## src/rtl/instr_fetch_stage.sv

```systemverilog
// Instruction fetch stage: issues single-beat reads for the current PC, captures the
// returned word into the IF/ID register, honours decode stall and redirect flush, and
// reports misaligned-PC and fetch-timeout errors through a sticky error code.
module instr_fetch_stage #(
  parameter logic [31:0] NOP_WORD = 32'h0000_0000,
  parameter int unsigned TIMEOUT  = 16
) (
  input  logic        Clk,
  input  logic        Reset,
  input  logic [31:0] pc_in,
  output logic        pc_write,
  output logic        imem_req,
  output logic [31:0] imem_addr,
  input  logic        imem_ack,
  input  logic [31:0] imem_rdata,
  input  logic        stall,
  input  logic        flush,
  output logic        if_valid,
  output logic [31:0] if_instr,
  output logic [31:0] if_pc,
  output logic [31:0] if_pc_plus4,
  output logic [1:0]  err_code
);

  typedef enum logic [1:0] {
    StIdle,
    StFetch,
    StHold,
    StErr
  } state_e;

  localparam logic [1:0] ErrNone      = 2'b00;
  localparam logic [1:0] ErrMisalign  = 2'b01;
  localparam logic [1:0] ErrTimeout   = 2'b10;

  // Last count value before the un-acked request that trips the timeout.
  localparam logic [7:0] LastWaitCnt = 8'(TIMEOUT - 1);

  state_e      r_state;
  logic        r_if_valid;
  logic [31:0] r_if_instr;
  logic [31:0] r_if_pc;
  logic [1:0]  r_err_code;
  logic [7:0]  r_wait_cnt;

  logic w_in_fetch;
  logic w_misaligned;
  logic w_hold_req;
  logic w_req;
  logic w_capture;

  // Request only from FETCH, aligned PC, no redirect, and room in IF/ID.
  always_comb begin
    w_in_fetch   = (r_state == StFetch);
    w_misaligned = (pc_in[1:0] != 2'b00);
    w_hold_req   = r_if_valid & stall;
    w_req        = w_in_fetch & ~flush & ~w_hold_req & ~w_misaligned;
    w_capture    = w_req & imem_ack;
  end

  assign imem_req    = w_req;
  assign imem_addr   = pc_in;
  // Advancing the PC is tied to an accepted beat, so it can never fire without an ack.
  assign pc_write    = w_capture;
  assign if_valid    = r_if_valid;
  assign if_instr    = r_if_instr;
  assign if_pc       = r_if_pc;
  assign if_pc_plus4 = r_if_pc + 32'd4;
  assign err_code    = r_err_code;

  // FSM plus IF/ID register, error code and wait counter; flush overrides everything.
  always_ff @(posedge Clk or posedge Reset) begin
    if (Reset) begin
      r_state    <= StIdle;
      r_if_valid <= 1'b0;
      r_if_instr <= NOP_WORD;
      r_if_pc    <= 32'h0000_0000;
      r_err_code <= ErrNone;
      r_wait_cnt <= 8'd0;
    end else if (flush) begin
      r_state    <= StFetch;
      r_if_valid <= 1'b0;
      r_if_instr <= NOP_WORD;
      r_err_code <= ErrNone;
      r_wait_cnt <= 8'd0;
    end else begin
      case (r_state)
        StIdle: begin
          r_state    <= StFetch;
          r_wait_cnt <= 8'd0;
        end

        StFetch: begin
          if (w_hold_req) begin
            // Decode is blocked on a held word: park without requesting.
            r_state    <= StHold;
            r_wait_cnt <= 8'd0;
          end else if (w_misaligned) begin
            r_state    <= StErr;
            r_err_code <= ErrMisalign;
            r_if_valid <= 1'b0;
            r_wait_cnt <= 8'd0;
          end else if (imem_ack) begin
            r_if_valid <= 1'b1;
            r_if_instr <= imem_rdata;
            r_if_pc    <= pc_in;
            r_wait_cnt <= 8'd0;
            r_state    <= stall ? StHold : StFetch;
          end else begin
            // No new word this cycle; any held word was consumed by decode.
            r_if_valid <= 1'b0;
            if (r_wait_cnt == LastWaitCnt) begin
              r_state    <= StErr;
              r_err_code <= ErrTimeout;
              r_wait_cnt <= 8'd0;
            end else begin
              r_wait_cnt <= r_wait_cnt + 8'd1;
            end
          end
        end

        StHold: begin
          if (!stall) begin
            // Decode takes the held word at this edge.
            r_state    <= StFetch;
            r_if_valid <= 1'b0;
          end
        end

        StErr: begin
          r_if_valid <= 1'b0;
          r_wait_cnt <= 8'd0;
        end

        default: begin
          r_state <= StIdle;
        end
      endcase
    end
  end

endmodule

```

## config.mk

```make
export PLATFORM = sky130hd
export DESIGN_NAME = instr_fetch_stage
export DESIGN_NICKNAME = d
export VERILOG_FILES = /design/src/rtl/instr_fetch_stage.sv
export SDC_FILE = /design/constraint.sdc
export NUM_CORES = 1
export LEC_CHECK = 0
export BUFFER_PORTS_ARGS = -buffer_cell sky130_fd_sc_hd__buf_2
export CELL_PAD_IN_SITES_DETAIL_PLACEMENT = 1
export CELL_PAD_IN_SITES_GLOBAL_PLACEMENT = 2
export CORE_ASPECT_RATIO = 0.9
export CORE_MARGIN = 10
export CORE_UTILIZATION = 26
export CTS_CLUSTER_DIAMETER = 80
export DETAILED_ROUTE_END_ITERATION = 8
export PLACE_DENSITY = 0.8
export SYNTH_ARGS = -nofsm -noshare
export SYNTH_HDL_FRONTEND = slang
export SYNTH_SLANG_ARGS = --single-unit
```

## constraint.sdc

```tcl
create_clock -name Clk -period 2.5 [get_ports Clk]
set_input_delay 0.125 -clock Clk [delete_from_list [all_inputs] [get_ports Clk]]
set_output_delay 0.125 -clock Clk [all_outputs]
set_load 0.05 [all_outputs]
```

* Word-level counts from Yosys, hierarchy flattened
Cells that the tools add are included.
Word-level totals: word-level logic and storage cells 71, memories 0, register bits 77, bits in latches 0, memory bits (writable) 0, input bits 69, ROM bits 0
Operators by class: divide/modulo/power cells 0, magnitude comparators 0, eq/ne operators 10, reductions and logical operators 14, multipliers 0, add/subtract/negate cells 2, shift operators 0, mux-type cells 31, bitwise operators 8
Operator list (count):
- two-way mux 32 bit | 5
- two-way mux 8 bit | 5
- adder 32 x 3 -> 32 bit (second input constant) | 1
- two-way mux 2 bit | 13
- case mux 8 bit (2 select lines) | 1
- adder 8 x 1 -> 8 bit (second input constant) | 1
- equality test 8 x 4 -> 1 bit (second input constant) | 1
- AND reduction 4 bit | 2
- nonzero test 4 bit | 2
- != test 3 bit (second input constant) | 2
- != test 6 x 3 -> 1 bit (second input constant) | 1
- case mux 2 bit (3 select lines) | 1
- AND reduction 3 bit | 2
- nonzero test 2 bit | 3
- nonzero test 3 bit | 2
- AND 1 bit | 5
- two-way mux 1 bit | 5
- AND reduction 5 bit | 1
- equality test 2 bit (second input constant) | 2
- != test 2 bit (second input constant) | 2
- != test 3 x 1 -> 1 bit (second input constant) | 1
- inverter 1 bit | 3
- case mux 1 bit (3 select lines) | 1
- equality test 2 x 1 -> 1 bit (second input constant) | 1
- other kinds (2) | 2

* Logic depth before layout (Yosys ltp)
depth after elaboration 7, depth in mapped cells 8

* Worst setup path after synthesis
No wires, ideal clock.
path type reg2out, start register r_state[1], end output imem_req, arrival time 2.506 ns, stages on the path, launching flop included 6, data required time 2.375 ns, setup slack -0.131 ns, path buffers 1, cell sequence dfrtp_1 inv_1 ha_1 clkbuf_1 nand2_1 nor4_1
Between the ends: cells in the longest elaborated chain, start to end 4
Ends and longest elaborated chain:
- start, declared | line 39 | state_e r_state;
- start signal, assigned | line 74 | r_state <= StIdle;
- start signal, assigned | line 81 | r_state <= StFetch;
- start signal, assigned | line 89 | r_state <= StFetch;
- equality test 2 x 1 -> 1 bit | line 54 | w_in_fetch = (r_state == StFetch);
- AND 1 bit (3 in series) | line 57 | w_req = w_in_fetch & ~flush & ~w_hold_req & ~w_misaligned;
- end, declared | line 12 | output logic imem_req,
No other way between the ends.

* Final worst setup path
start register r_if_pc[18] (netlist: if_pc[18]), end output if_pc_plus4[31]
Between the ends: cells in the longest elaborated chain, start to end 1
Ends and longest elaborated chain:
- start, declared | line 42 | logic [31:0] r_if_pc;
- start signal, assigned | line 106 | r_if_pc <= pc_in;
- adder 32 x 3 -> 32 bit | line 68 | assign if_pc_plus4 = r_if_pc + 32'd4;
- end, declared | line 21 | output logic [31:0] if_pc_plus4,
No other way between the ends.

==> flow_summary.ini <==
[drt]
avgViaCountPerCell = 4.72
drt-total-wl_mm = 15.0
drtIter0Drc = 69
firstDrtPassIters = 4
drc = 0
postRouteAntennaNets = 0
wl_per_cell_um = 18.7
vias = 3765

[outcome]
status = finished, final reports clean

[sta]
setup_viol = 0
post-route-period-util_pct = 96.0
worst_pin_slew_ns = 0.591
relSlewSlack_pct = 60.6
skew_ns = 0.00524
final_hold_viol_count = 0
fin_crit_ns = 2.40
max_freq_mhz = 417
timing.setup.tns_ns = 0
finalMaxSlewViolations = 0
rsz0062_at_grt = yes

[clocking]
clkTransAtPathRegs_ns = 0.06
clk_latency_ns = 0.34
cts.sinks = 77
cts_buffers = 9
cts_tree = yes
cts_max_level = 3
clk_path_buf_depth = 2
root_buffer = clkbuf_16

[critical_path]
end_kind = output pin
crit_arrival_ns = 2.27
critPathLaunchType = register
cp.required_ns = 2.38
critPathKind = reg2out
cp_max_fo = 8

[global_route]
overflow = 0
grtUsageTotal_pct = 13.8
grt_max_degree = 46
antenna_found_initial = 2
grt_pass1_vias = 4188
grt_pass1_wl_mm = 23.8

[synth]
syn_nets = 493
synth_edf_count = 0
netlist_top_cells_area = dfrtp_1 (47%), mux2_2 (8.0%), nand2_1 (7.4%), buf_4 (6.8%), a21oi_1 (4.9%)
synth_top_area_share_pct = 47.1
synth.distinct_cells = 42
async_flop_share_pct = 100
synth_area_per_cell_um2 = 9.80
ys_ff_latch = 77
yosysSeqAreaShare_pct = 47.1
synth_area_um2 = 4100
synth_ff_type = dfrtp_1
synth_top_cell_by_area = dfrtp_1
synth_cells = 418
yosysWarnings = 0

[layout]
synthToLayoutAreaGrowth_pct = 35.7
n_fill_cell = 1854
fin_util_pct = 36.0
num-nets-final = 667
antenna-diode-count = 0
final_cells = 798
stdcell_area_um2 = 5560
final_cell_mix = buf_2 (200), nand2_1 (80), dfrtp_1 (77), a21oi_1 (40), mux2_2 (29)
final_common_cell = buf_2
drive_gt1_share_pct = 45.5

[pwr]
finalPower_mw = 7.45
power.density_nw_per_um2 = 1340
power.leakage_nw = 2.74
vdd_drop_max_uv = 809

[place]
postPlaceCellArea_um2 = 5170
place.gp.congestion = 0.854
port_buffers = 201
dpl.hpwl_mm = 11.9
dp.cells = 781

[worst_hold_path]
hold_path.class = in2reg

[job]
drv_cap = 0

[die]
fp.dieH_um = 139
die_area_um2 = 21200
pin_count = 202
core_area_um2 = 15400
dieWidth_um = 152
rows = 43
start_util_pct = 26.5
## worst max-delay path, stage by stage (launching register included)
cell and delay [ns]:
dfrtp_1 0.53, and4_1 0.28, nand4_1 0.27, nor4_1 0.43, xor2_2 0.16, buf_2 0.27
## area by class of cell
type	instances	area, um2	share of cell area, %
clock inverter	4	97.6	1.76
clock buffer	11	233	4.19
inverter	11	42.5	0.766
tap	202	253	4.55
multi-input combinational	279	1860	33.4
timing repair buffer	214	1150	20.6
sequential	77	1930	34.7
## state kept, by name, summed over array words and instances (netlist names)
register / count
if_pc: 32
r_wait_cnt: 8
if_instr: 32
if_valid: 1
err_code: 2
r_state: 2
## where the power goes
group / total, mW / internal, mW / switching, mW
registers: 2.00 / 1.54 / 0.459
logic: 3.98 / 0.955 / 3.02
clock network: 1.47 / 0.970 / 0.500
## worst paths after layout
check,from,to,slack (ns),cells past startpoint
setup / recovery,if_pc[18],if_pc_plus4[31],0.10,5
hold / removal,imem_rdata[18],if_instr[18],0.02,3
setup reg to reg,r_state[1],if_pc[21],0.56,7
hold reg to reg,if_instr[18],if_instr[18],0.52,2
max in group asynchronous,Reset,if_instr[0],1.47,4
min in group asynchronous,Reset,if_pc[19],0.39,3
## per-stage QoR
step	hold WS [ns]	worst slack (ns)
3_5_place_dp	0.213	0.327
5_1_grt	0.00848	-0.0225
6_report	0.0181	0.100
4_1_cts	0.00195	0.0152
3_3_place_gp	0.203	0.440
2_1_floorplan	0.256	0.00382
## synthesized netlist by cell type, types with 2 or more instances
master	count
xor2_1	19
a2111o_1	2
ha_1	6
nand3_1	14
mux2_2	29
a211oi_1	2
dfrtp_1	77
and3_1	4
and4_1	4
xnor2_1	10
nor3_1	8
nand4_1	6
nor4_1	10
inv_1	11
buf_4	37
o31ai_1	2
a21oi_1	40
nor2b_1	3
a41oi_1	2
o211a_1	2
o21ai_0	7
nor2_1	10
nand2_1	81
clkbuf_1	13
mux2_1	2
## cells by family after synthesis
family	synth area share, %
AO/OA/AOI/OAI	10.0
buffers and inverters	9.07
adder cells (fa/ha/maj)	1.83
multiplexers	8.77
AND/OR/NAND/NOR	17.0
flip-flops	47.1
XOR/XNOR	6.20
## per-layer routing
layer	vias to the layer above	wire (um)	GRT usage, %
met5	-	11	0
met4	2	157	3.19
met3	13	1830	7.60
met2	179	6540	21.1
met1	1820	6430	16.4
li1	1751	-	-
## timing repair
action                     4_1_cts  5_1_grt
setup buffers                    1        0
cloned                           0        0
setup endpoints to repair        4       13
gates resized for setup          1        7
hold buffers                     1        0
hold endpoints to repair        32        0
No activity file was read; power rests on OpenSTA's default activity.
